**src/rtl/pc_attack_controller.sv**
```systemverilog
// pc_attack_controller: computer-side attack sequencer for the PC turn.
// A rising edge on pc_turn starts one attack. The sequencer picks an untried
// player cell, first pseudo-randomly from an 8-bit LFSR and then by a linear
// scan, reads it, writes back hit/miss and tracks the remaining ship cells.
//
// Board port handshake: board_rd_en is a one-cycle request and board_rd_data
// is consumed in the following cycle (no stall). board_wr_en is a one-cycle
// write strobe qualified by board_addr/board_wr_data. The two strobes are
// never high together, and board_addr holds its value between strobes.
module pc_attack_controller #(
  parameter int         CELLS     = 25,
  parameter int         ADDR_W    = 5,
  parameter logic [7:0] SEED      = 8'hA5,
  parameter int         MAX_TRIES = 8
) (
  input  logic              clk,
  input  logic              rst,
  input  logic              pc_turn,
  input  logic              load_cells,
  input  logic [ADDR_W-1:0] cells_init,
  output logic              board_rd_en,
  output logic [ADDR_W-1:0] board_addr,
  input  logic [1:0]        board_rd_data,
  output logic              board_wr_en,
  output logic [1:0]        board_wr_data,
  output logic              pc_has_move,
  output logic              last_hit,
  output logic              board_full,
  output logic              player_ships_zero,
  output logic              busy,
  output logic [2:0]        dbg_state_o
);

  localparam int                TRY_W     = $clog2(MAX_TRIES + 1);
  localparam logic [ADDR_W:0]   CELLS_W   = (ADDR_W + 1)'(CELLS);
  localparam logic [ADDR_W-1:0] LAST_CELL = ADDR_W'(CELLS - 1);
  localparam logic [TRY_W-1:0]  TRY_LIMIT = TRY_W'(MAX_TRIES);

  typedef enum logic [2:0] {
    IDLE  = 3'd0,
    PICK  = 3'd1,
    READ  = 3'd2,
    EVAL  = 3'd3,
    WRITE = 3'd4,
    DONE  = 3'd5
  } state_t;

  state_t            state_q, state_d;
  logic [7:0]        lfsr_q;
  logic              pc_turn_q;
  logic [ADDR_W-1:0] addr_q;
  logic [1:0]        wr_data_q;
  logic              last_hit_q;
  logic              full_q;
  logic [ADDR_W-1:0] count_q;
  logic              loaded_q;
  logic [TRY_W-1:0]  tries_q;
  logic              scan_q;
  logic [ADDR_W-1:0] scan_ptr_q;

  logic              start;
  logic              tried;
  logic [TRY_W-1:0]  tries_inc;
  logic [ADDR_W-1:0] rand_addr;

  // Start detection, retry bookkeeping and folding of the LFSR value onto the board.
  always_comb begin
    start     = (state_q == IDLE) && pc_turn && !pc_turn_q;
    tried     = board_rd_data[1];
    tries_inc = tries_q + TRY_W'(1);
    rand_addr = lfsr_q[ADDR_W-1:0];
    if ({1'b0, lfsr_q[ADDR_W-1:0]} >= CELLS_W) begin
      rand_addr = lfsr_q[ADDR_W-1:0] - CELLS_W[ADDR_W-1:0];
    end
  end

  // State register.
  always_ff @(posedge clk) begin
    if (rst) begin
      state_q <= IDLE;
    end else begin
      state_q <= state_d;
    end
  end

  // Next-state logic: retries loop back to PICK, an exhausted scan skips the write.
  always_comb begin
    state_d = state_q;
    case (state_q)
      IDLE:  if (start) state_d = PICK;
      PICK:  state_d = READ;
      READ:  state_d = EVAL;
      EVAL: begin
        if (!tried) begin
          state_d = WRITE;
        end else if (scan_q && (scan_ptr_q == LAST_CELL)) begin
          state_d = DONE;
        end else begin
          state_d = PICK;
        end
      end
      WRITE: state_d = DONE;
      DONE:  state_d = IDLE;
      default: state_d = IDLE;
    endcase
  end

  // Datapath: LFSR, pick address, retry/scan tracking, result flags.
  always_ff @(posedge clk) begin
    if (rst) begin
      lfsr_q     <= SEED;
      pc_turn_q  <= 1'b0;
      addr_q     <= '0;
      wr_data_q  <= 2'b00;
      last_hit_q <= 1'b0;
      full_q     <= 1'b0;
      tries_q    <= '0;
      scan_q     <= 1'b0;
      scan_ptr_q <= '0;
    end else begin
      // x^8+x^6+x^5+x^4+1, free-running in every state
      lfsr_q    <= {lfsr_q[6:0], lfsr_q[7] ^ lfsr_q[5] ^ lfsr_q[4] ^ lfsr_q[3]};
      pc_turn_q <= pc_turn;
      case (state_q)
        IDLE: begin
          if (start) begin
            tries_q    <= '0;
            scan_q     <= 1'b0;
            scan_ptr_q <= '0;
          end
        end
        PICK: addr_q <= scan_q ? scan_ptr_q : rand_addr;
        EVAL: begin
          if (!tried) begin
            // ship (01) becomes hit (11), water (00) becomes miss (10)
            wr_data_q <= {1'b1, board_rd_data[0]};
          end else if (!scan_q) begin
            tries_q <= tries_inc;
            if (tries_inc == TRY_LIMIT) begin
              scan_q     <= 1'b1;
              scan_ptr_q <= '0;
            end
          end else if (scan_ptr_q == LAST_CELL) begin
            full_q <= 1'b1;
          end else begin
            scan_ptr_q <= scan_ptr_q + ADDR_W'(1);
          end
        end
        WRITE: last_hit_q <= wr_data_q[0];
        default: ;
      endcase
    end
  end

  // Remaining player ship cells; a load wins over a same-cycle hit.
  always_ff @(posedge clk) begin
    if (rst) begin
      count_q  <= '0;
      loaded_q <= 1'b0;
    end else if (load_cells) begin
      count_q  <= cells_init;
      loaded_q <= 1'b1;
    end else if ((state_q == WRITE) && wr_data_q[0] && (count_q != '0)) begin
      count_q <= count_q - ADDR_W'(1);
    end
  end

  assign board_rd_en       = (state_q == READ);
  assign board_wr_en       = (state_q == WRITE);
  assign board_addr        = addr_q;
  assign board_wr_data     = wr_data_q;
  assign pc_has_move       = (state_q == DONE);
  assign last_hit          = last_hit_q;
  assign board_full        = full_q;
  assign player_ships_zero = loaded_q && (count_q == '0);
  assign busy              = (state_q != IDLE);
  assign dbg_state_o       = state_q;

endmodule

```
**config.mk**
```make
export PLATFORM = sky130hd
export DESIGN_NAME = pc_attack_controller
export DESIGN_NICKNAME = d
export VERILOG_FILES = /design/src/rtl/pc_attack_controller.sv
export SDC_FILE = /design/constraint.sdc
export NUM_CORES = 1
export LEC_CHECK = 0
export CAP_MARGIN = 10
export CELL_PAD_IN_SITES_DETAIL_PLACEMENT = 1
export CELL_PAD_IN_SITES_GLOBAL_PLACEMENT = 1
export CORE_AREA = 2 2 78 72
export DETAILED_ROUTE_END_ITERATION = 16
export DIE_AREA = 0 0 80 74
export GPL_ROUTABILITY_DRIVEN = 1
export PLACE_DENSITY = 0.85
export SLEW_MARGIN = 20
export SYNTH_ARGS = -nofsm -noshare
export SYNTH_HDL_FRONTEND = slang
export SYNTH_SLANG_ARGS = --single-unit
```
**constraint.sdc**
```tcl
create_clock -name clk -period 2.05 [get_ports clk]
set_clock_uncertainty 0.15 [all_clocks]
set_input_delay 0.41 -clock clk [delete_from_list [all_inputs] [get_ports clk]]
set_output_delay 0.41 -clock clk [all_outputs]
set_load 0.05 [all_outputs]
```
==> out/metrics.cfg, run 1 <==
[routing]
routedWlPerCell_um=16.3
vias=1695
wl_um=5340
drcViolationCount=0
ant_nets=0
drt_iter0_drc=101
viasPerCell=5.18
drt-pass1-iter-count=4

[global_routing]
grt_max_degree=13
track_usage=0.186
antenna_found_initial=0
grt-ovfl-total=0
grt_pass1_wl_um=8430
grt_pass1_vias=1801

[worst_setup_path]
regToRegSetupSlack_ps=30
timing.critical_path.cells=inv_2 -> ha_1 -> or4b_4 -> nor2_4 -> buf_12
worstSetupPathType=flop to output port
crit_fanout=2
max_stage_delay_ps=490
cp_top_family=simple AND/OR/NAND/NOR gates
worstPathArrival_ps=1580
endpoint_kind=output port
worstPathRequired_ps=1490
crit_buf_inv=2
cp-start-kind=flop
cp_slowest_cell=or4b_4

[logic_synthesis]
synth_most_common_cell=dfxtp_1
synth_ff_type=dfxtp_1
synth_cell_type_count=48
synthTopCellsByCount=dfxtp_1 (37), nor2_1 (23), a21oi_1 (16)
async_flop_share=0
synth_seq_cells=37
synth_edf_count=0
yosys-top-cells-area=dfxtp_1 (41%), ha_1 (4.9%), nor2_1 (4.8%), a21oi_1 (4.5%), nand2_1 (3.1%)
avgSynthCellArea_um2=8.66
synth_top_cell_by_area=dfxtp_1
netlist.area_leader.share=0.413
seq_area_frac_synth=0.413
syn-num-nets=225
syn_inst=207
yosys_warnings=0
syn_area_um2=1790

[placed_design]
port_buffers=27
dp_cells=315
pre_cts_ws_ps=-407
placed_area_um2=2310
post-dp-hpwl_um=3580
gp_congestion=0.737

[power]
pwr-share-comb=0.190
power_mw=1.87
switching_power_mw=0.528
p_int_mw=1.34
p_seq_frac=0.424
power_density_nw_per_um2=747
clkPwrFrac=0.386
worst_ir_drop_vdd_mv=0.395
swShare=0.282
p_leak_nw=1.00

[clocking]
clock-root-buffer=clkbuf_8
clock_latency_ps=300
cts_max_level=2
cts_made_buffers=5
clk_pin_slew_ps=80
clock_path_buffers=2
cts_tree=done
cts.sinks=37
hold_buffers=0

[cells_and_area]
syn_to_final_growth_pct=39.8
fin_nets=277
seqCellArea_um2=756
final_cell_area_um2=2510
fillers=598
drive_above_1_share=0.292
instances_no_fill=327
num_antenna_cells=0
multi_input_area_um2=1010

[die]
start_util=0.350
num_rows=25
ioPinCount=28
dieArea_um2=5920
die_w_um=80
die_h_um=74
core_area_um2=5130

[timing]
hold_viol=0
max_slew_margin=0.675
period_share=1.04
finalMaxSlewViolations=0
rsz0062_at_grt=yes
fmax_mhz=468
period_minus_slack_ps=2140
max_slew.worst_pin.slew_ps=487
setup_viol=1
fin_ws_ps=-86.7

[run_status]
status=finished, violations left
violations=setup timing

[run]
maxCapViolations=0

[min_path]
hold_path_class=flop to flop

==> cell type report <==
class | instances | share of cell area
Inverter | 14 | 0.0210
Clock inverter | 2 | 0.0140
Multi-Input combinational cell | 148 | 0.404
Sequential cell | 37 | 0.301
Clock buffer | 6 | 0.0374
Timing Repair Buffer | 53 | 0.189
Tap cell | 67 | 0.0334
==> per-stage QoR <==
step / setup TNS (ps) / hold WS (ps) / util
floorplan: -160 / 239 / -
global placement: -1850 / 243 / 0.450
detailed placement: -2140 / 255 / 0.450
CTS: -102 / 277 / 0.479
global route: -160 / 302 / 0.489
finish: -86.7 / 277 / 0.489
==> placed cells by master, fill, tap and decap left out, drive strengths merged, types with 3 or more instances in the layout <==
| cell type | synthesis | final |
|---|---|---|
| nor2b | 6 | 6 |
| ha | 7 | 7 |
| buf | 5 | 42 |
| mux2i | 4 | 4 |
| o21ai | 9 | 9 |
| nand3 | 5 | 5 |
| o311ai | 3 | 3 |
| nand2b | 3 | 3 |
| or3 | 4 | 4 |
| nor3 | 6 | 6 |
| a21oi | 17 | 17 |
| dfxtp | 37 | 37 |
| a211oi | 4 | 4 |
| nand3b | 3 | 3 |
| clkdlybuf4s50 | 0 | 10 |
| clkbuf | 3 | 6 |
| nand2 | 15 | 15 |
| nor2 | 23 | 23 |
| nor4 | 3 | 3 |
| xnor2 | 5 | 5 |
| inv | 14 | 14 |
==> kinds of logic (layout without fill, tap and decap cells) <==
kind of cell	after synthesis	in the layout	share of synthesized area
DFF	37	37	0.413
buffers and inverters	22	75	0.0523
adders and majority gates	7	7	0.0488
muxes	4	4	0.0223
AOI/OAI and AO/OA	51	51	0.201
and+or+nand+nor	79	79	0.228
xor gates and xnor gates	7	7	0.0342
==> per-layer routing <==
layer  wire length (um)  vias to the layer above  global-route usage
met5                  0                        -                   0
met1               2420                      817               0.228
li1                   -                      832                   -
met3                179                        9              0.0340
met2               2640                       37               0.319
met4                100                        0              0.0885
==> repair_timing <==
item / 4_1_cts / 5_1_grt
pin swaps: 5 / 5
setup endpoints to repair: 5 / 9
buffers inserted: 2 / 3
resized for setup: 7 / 10
==> state kept, by name (all words and copies together) (netlist names) <==
| register | flops |
|---|---|
| board_full | 1 |
| dbg_state_o | 3 |
| board_addr | 5 |
| count_q | 5 |
| last_hit | 1 |
| board_wr_data | 2 |
| scan_q | 1 |
| loaded_q | 1 |
| pc_turn_q | 1 |
| lfsr_q | 8 |
| scan_ptr_q | 5 |
| tries_q | 4 |
==> power groups by stage <==
stage               Clock [mW]  Combinational (mW)  Sequential, mW
floorplan                    0               0.168           0.847
global placement             0               0.326           0.809
detailed placement           0               0.335           0.811
CTS                      0.731               0.347           0.796
global route             0.762               0.383           0.799
finish                   0.723               0.356           0.793
==> worst register-to-register path, stage by stage (launching register included) <==
cell	delay, ps
dfxtp_2	330
inv_2	50
ha_1	140
or4b_4	490
and3_2	280
nand2_4	100
nor4_1	50
o311a_1	320
==> final timing paths <==
check,from,endpoint,depth (start not counted)
worst min register to register,lfsr_q[6]$_SDFF_PP0_,lfsr_q[7]$_SDFF_PP1_,1
worst max register to register,count_q[0]$_SDFFE_PP0P_,count_q[4]$_SDFFE_PP0P_,7
worst min-delay path,lfsr_q[6]$_SDFF_PP0_,lfsr_q[7]$_SDFF_PP1_,1
worst max-delay path,count_q[0]$_SDFFE_PP0P_,player_ships_zero,5
No activity file was read; power rests on OpenSTA's default activity.
==> run 2, diff against run 1 <==
Settings changed: CORE_AREA 2 2 78 72 to 2 2 74 69, DIE_AREA 0 0 80 74 to 0 0 76 71, PLACE_DENSITY 0.85 to 0.88.
Clock period 2.05 ns to 2.17 ns, I/O delays scaled along.
==> out/metrics.cfg, run 2 (synthesis gave the netlist of run 1 again) <==
[die]
die_w_um=76  ; -5.0%
ioPinCount=28  ; unchanged
die_h_um=71  ; -4.1%
num_rows=24  ; -4.0%
dieArea_um2=5400  ; -8.9%
start_util=0.385  ; +0.0357
core_area_um2=4650  ; -9.3%

[timing]
setup_viol=0  ; -1
period_share=0.983
setup_tns_ps=0  ; +86.7 ps
fmax_mhz=469
max_slew_margin=0.618  ; -0.0561
period_minus_slack_ps=2130
max_slew.worst_pin.slew_ps=567  ; +80.5 ps
rsz0062_at_grt=yes
finalMaxSlewViolations=0  ; unchanged
hold_viol=0  ; unchanged

[clocking]
cts_made_buffers=5  ; unchanged
clock_latency_ps=290  ; about the same
cts_tree=done
clock-root-buffer=clkbuf_8
clock_path_buffers=2  ; unchanged
clk_pin_slew_ps=70  ; about the same
cts.sinks=37  ; unchanged
cts_max_level=2  ; unchanged
hold_buffers=0  ; unchanged

[cells_and_area]
num_antenna_cells=0  ; unchanged
instances_no_fill=316  ; -3.4%
fillers=548  ; -8.4%
syn_to_final_growth_pct=34.5
final_cell_mix=dfxtp_1 (32), nor2_1 (22), buf_4 (21), clkdlybuf4s50_1 (18), a21oi_1 (15)
drive_above_1_share=0.199  ; -0.0931
postLayoutCoreUtil=0.518  ; +0.0295
fin_nets=269  ; -2.9%
layout_commonest_cell=dfxtp_1
largest_register=lfsr_q
largest_reg_flops=8  ; unchanged

[run]
maxCapViolations=0  ; unchanged

[power]
clkPwrFrac=0.311  ; -0.075
p_int_mw=1.11  ; -17%
pwr-share-comb=0.206  ; +0.016
swShare=0.288  ; +0.00604
worst_ir_drop_vdd_mv=0.376  ; -4.9%
p_leak_nw=0.947  ; -5.6%
power_density_nw_per_um2=647  ; -13%
p_seq_frac=0.484  ; +0.060
switching_power_mw=0.449  ; -15%

[placed_design]
post-dp-hpwl_um=3400  ; -5.1%
dp_cells=305  ; -3.2%
gp_congestion=0.756  ; +2.6%
port_buffers=27  ; unchanged

[routing]
wl_met1_um=2240  ; -7.7%
routedWlPerCell_um=15.1  ; -7.9%
top_layer_used=met4
viasPerCell=5.16  ; -0.55%
wl_um=4760  ; -11%
drt-pass1-iter-count=4  ; unchanged
wl_met2_um=2350  ; -11%
drcViolationCount=0  ; unchanged
ant_nets=0  ; unchanged
dr_wl_met3_um=113  ; -37%
drt_iter0_drc=72  ; -29%
vias=1629  ; -3.9%

[worst_setup_path]
worstSetupPathType=flop to output port
endpoint_kind=output port
crit_fanout=2  ; unchanged
cp-start-kind=flop
worstPathArrival_ps=1550  ; -30 ps
worstPathRequired_ps=1590  ; +100 ps

[run_status]
status=finished clean

[min_path]
hold_path_class=flop to flop

[global_routing]
grt_max_degree=14  ; +1
grt_pass1_wl_um=8220  ; -2.5%
grt-ovfl-total=0  ; unchanged
grt_pass1_vias=1724  ; -4.3%
antenna_found_initial=0  ; unchanged
track_usage=0.190  ; +0.00431

run 2: changes by cell type in the layout (fill, tap and decap cells not counted), moves of 2 or more:
cell | previous run | this run
dlymetal6s2s_1 | 0 | 2
clkdlybuf4s50_1 | 10 | 18
dfxtp_4 | 3 | 1
or3_1 | 1 | 4
or3_4 | 3 | 0
buf_4 | 38 | 21
run 2: repair_timing:
| action | CTS | global route |
|---|---|---|
| resized for setup | 8 | 4 |
| setup buffers | 3 | 1 |
| pin swaps | 2 | 4 |
| setup endpoints to repair | 3 | 7 |
run 2: per-stage QoR:
step | total power [mW] | instance area (um^2) | hold WS, ps | setup slack [ps]
global placement | 1.07 | 2260 | 244 | -260
detailed placement | 1.08 | 2260 | 254 | -291
CTS | 1.58 | 2400 | 272 | -5.60
floorplan | 0.958 | 1820 | 239 | -39.9
finish | 1.56 | 2410 | 267 | 36.2
global route | 1.64 | 2410 | 289 | -30.1
run 2: final timing paths:
kind / startpoint / endpoint / slack [ps] / cells after the start
setup / recovery: count_q[1]$_SDFFE_PP0P_ / player_ships_zero / 40 / 5
hold / removal: lfsr_q[6]$_SDFF_PP0_ / lfsr_q[7]$_SDFF_PP1_ / 270 / 1
setup reg to reg: count_q[1]$_SDFFE_PP0P_ / count_q[4]$_SDFFE_PP0P_ / 110 / 7
hold reg to reg: lfsr_q[6]$_SDFF_PP0_ / lfsr_q[7]$_SDFF_PP1_ / 270 / 1
run 2: area by class of cell:
cell class                 count  area (um^2)  share of cell area
multi-input combinational    148         1000               0.414
tap                           65         81.3              0.0337
timing repair buffer          45          443               0.184
clock buffer                   7         86.3              0.0358
inverter                      14         52.6              0.0218
sequential                    37          749               0.311
run 2: metal layers:
layer	up-vias	GRT usage
li1	812	-
met1	790	0.241
met2	20	0.332
met3	7	0.0357
met4	0	0.0606
met5	-	0
run 2: power by group through the flow:
stage / registers (mW) / logic, mW / clock network (mW)
2_1_floorplan: 0.800 / 0.158 / 0
3_3_place_gp: 0.768 / 0.298 / 0
3_5_place_dp: 0.770 / 0.307 / 0
4_1_cts: 0.755 / 0.321 / 0.499
5_1_grt: 0.761 / 0.348 / 0.530
6_report: 0.755 / 0.321 / 0.485
run 2: critical path, stage by stage, from the launching register on:
cell     delay, ps
dfxtp_2        330
inv_2           70
ha_4           120
or4b_4         480
nor2_4         120
buf_12         140
==> run 3, diff against run 2 <==
Settings changed: CORE_AREA 2 2 74 69 to 5 5 77 72, DIE_AREA 0 0 76 71 to 0 0 82 77, PLACE_DENSITY 0.88 to 0.89, SLEW_MARGIN 20 to not set.
==> out/metrics.cfg, run 3 (synthesis gave the netlist of run 1 again) <==
[worst_setup_path]
r2r-start=count_q[0]$_SDFFE_PP0P_
worstPathRequired_ps=1590  ; about the same
endpoint_kind=output port
r2r_end=count_q[4]$_SDFFE_PP0P_
worstSetupPathType=flop to output port
crit_fanout=2  ; unchanged
worstPathArrival_ps=1570  ; +20 ps
cp-start-kind=flop
r2r_cells=7  ; unchanged
regToRegSetupSlack_ps=120  ; about the same

[routing]
drt_iter0_drc=78  ; +8.3%
routedWlPerCell_um=16.6  ; +10%
viasPerCell=5.30  ; +2.7%
drt-pass1-iter-count=4  ; unchanged
ant_nets=0  ; unchanged
wl_um=5260  ; +11%
vias=1679  ; +3.1%
drcViolationCount=0  ; unchanged

[cells_and_area]
final_cell_mix=dfxtp_1 (32), nor2_1 (22), buf_4 (22), clkdlybuf4s50_1 (18)
syn_to_final_growth_pct=37.1
layout_commonest_cell=dfxtp_1
largest_register=lfsr_q
final_cell_area_um2=2460  ; +1.9%
num_antenna_cells=0  ; unchanged
largest_reg_flops=8  ; unchanged
drive_above_1_share=0.218  ; +0.0191
fin_nets=269  ; unchanged

[power]
p_seq_frac=0.428  ; -0.056
power_mw=1.76  ; +13%
pwr-share-comb=0.189  ; -0.017
p_int_mw=1.27  ; +14%
swShare=0.279  ; -0.00838
clkPwrFrac=0.383  ; +0.072
p_leak_nw=0.956  ; +0.91%
power_density_nw_per_um2=717  ; +11%
switching_power_mw=0.493  ; +9.7%
worst_ir_drop_vdd_mv=0.352  ; -6.4%

[min_path]
hold-path-cell-count=2  ; +1
worstHoldStart=pc_turn
hold_path_class=input port to flop
hold_end=pc_turn_q$_SDFF_PP0_

[die]
die_w_um=82  ; +7.9%
ioPinCount=28  ; unchanged
dieArea_um2=6310  ; +17%
num_rows=24  ; unchanged
start_util=0.383  ; -0.00247
core_area_um2=4680  ; +0.65%
die_h_um=77  ; +8.5%

[placed_design]
port_buffers=27  ; unchanged
pre_cts_ws_ps=-303  ; -12.1 ps
post-dp-hpwl_um=3550  ; +4.7%
gp_congestion=0.813  ; +7.5%
placed_area_um2=2250  ; -0.44%

[timing]
fmax_mhz=464  ; -1.1%
hold_viol=0  ; unchanged
max_slew.worst_pin.slew_ps=504  ; -63.4 ps
finalMaxSlewViolations=0  ; unchanged
setup_viol=0  ; unchanged
fin_ws_ps=13.3  ; -23.0 ps
setup_tns_ps=0  ; unchanged
max_slew_margin=0.663  ; +0.0447
rsz0062_at_grt=yes
period_minus_slack_ps=2160  ; +23.0 ps
period_share=0.994  ; +0.0106

[global_routing]
grt-ovfl-total=0  ; unchanged
track_usage=0.179  ; -0.0111
grt_max_degree=18  ; +4
antenna_found_initial=0  ; unchanged
grt_pass1_wl_um=8770  ; +6.6%
grt_pass1_vias=1793  ; +4.0%

[clocking]
clk_pin_slew_ps=80  ; about the same
clock_latency_ps=290  ; about the same
clock-root-buffer=clkbuf_8
cts_max_level=2  ; unchanged
cts.sinks=37  ; unchanged
clock_path_buffers=2  ; unchanged
cts_tree=done
cts_made_buffers=5  ; unchanged

[run_status]
status=finished clean

[run]
maxCapViolations=0  ; unchanged

## run 3: worst max-delay path by stage
stage	slack (ps)	end	from	depth (start not counted)
6_report	10	player_ships_zero	count_q[0]$_SDFFE_PP0P_	5
5_1_grt	-50	player_ships_zero	count_q[1]$_SDFFE_PP0P_	5
4_1_cts	-30	player_ships_zero	count_q[1]$_SDFFE_PP0P_	5
3_5_place_dp	-300	scan_ptr_q[3]$_SDFFE_PP0P_	pc_turn	6
3_3_place_gp	-260	scan_ptr_q[4]$_SDFFE_PP0P_	pc_turn	6
2_1_floorplan	-40	count_q[4]$_SDFFE_PP0P_	dbg_state_o[2]$_SDFFE_PP0P_	6
## run 3: timing repair
item	CTS	global route
endpoints found under the hold margin	0	0
cloned	0	0
hold buffers	0	0
setup endpoints to repair	3	4
resized for setup	8	7
buffers inserted	4	1
pin swaps	3	4
## run 3: critical path: stages, from the launching register on
cell	delay [ps]
dfxtp_2	340
inv_2	70
ha_4	110
or4b_4	480
nor2_4	120
buf_12	140
## run 3: area by class of cell
class                           instances  area (um^2)
Clock buffer                            6         93.8
Clock inverter                          2         35.0
Fill cell                             552         2230
Inverter                               14         52.6
Multi-Input combinational cell        148         1010
Sequential cell                        37          749
Tap cell                               65         81.3
Timing Repair Buffer                   45          438
## run 3: per-stage QoR
stage | hold slack [ps] | instances | util
3_5_place_dp | 250 | 304 | 0.481
2_1_floorplan | 239 | 207 | -
4_1_cts | 274 | 316 | 0.518
5_1_grt | 286 | 317 | 0.525
6_report | 275 | 317 | 0.525
3_3_place_gp | 244 | 304 | 0.481
## run 3: per-layer routing
| layer | part of all wire | up-vias | track usage |
|---|---|---|---|
| li1 | - | 818 | - |
| met1 | 0.45 | 818 | 0.222 |
| met2 | 0.50 | 35 | 0.308 |
| met3 | 0.030 | 8 | 0.0340 |
| met4 | 0.014 | 0 | 0.0548 |
| met5 | 0 | - | 0 |
## run 3: power by group through the flow
stage | Combinational [mW] | Clock, mW | Sequential (mW)
floorplan | 0.158 | 0 | 0.800
global placement | 0.302 | 0 | 0.766
detailed placement | 0.313 | 0 | 0.768
CTS | 0.328 | 0.680 | 0.753
global route | 0.361 | 0.722 | 0.761
finish | 0.333 | 0.676 | 0.754
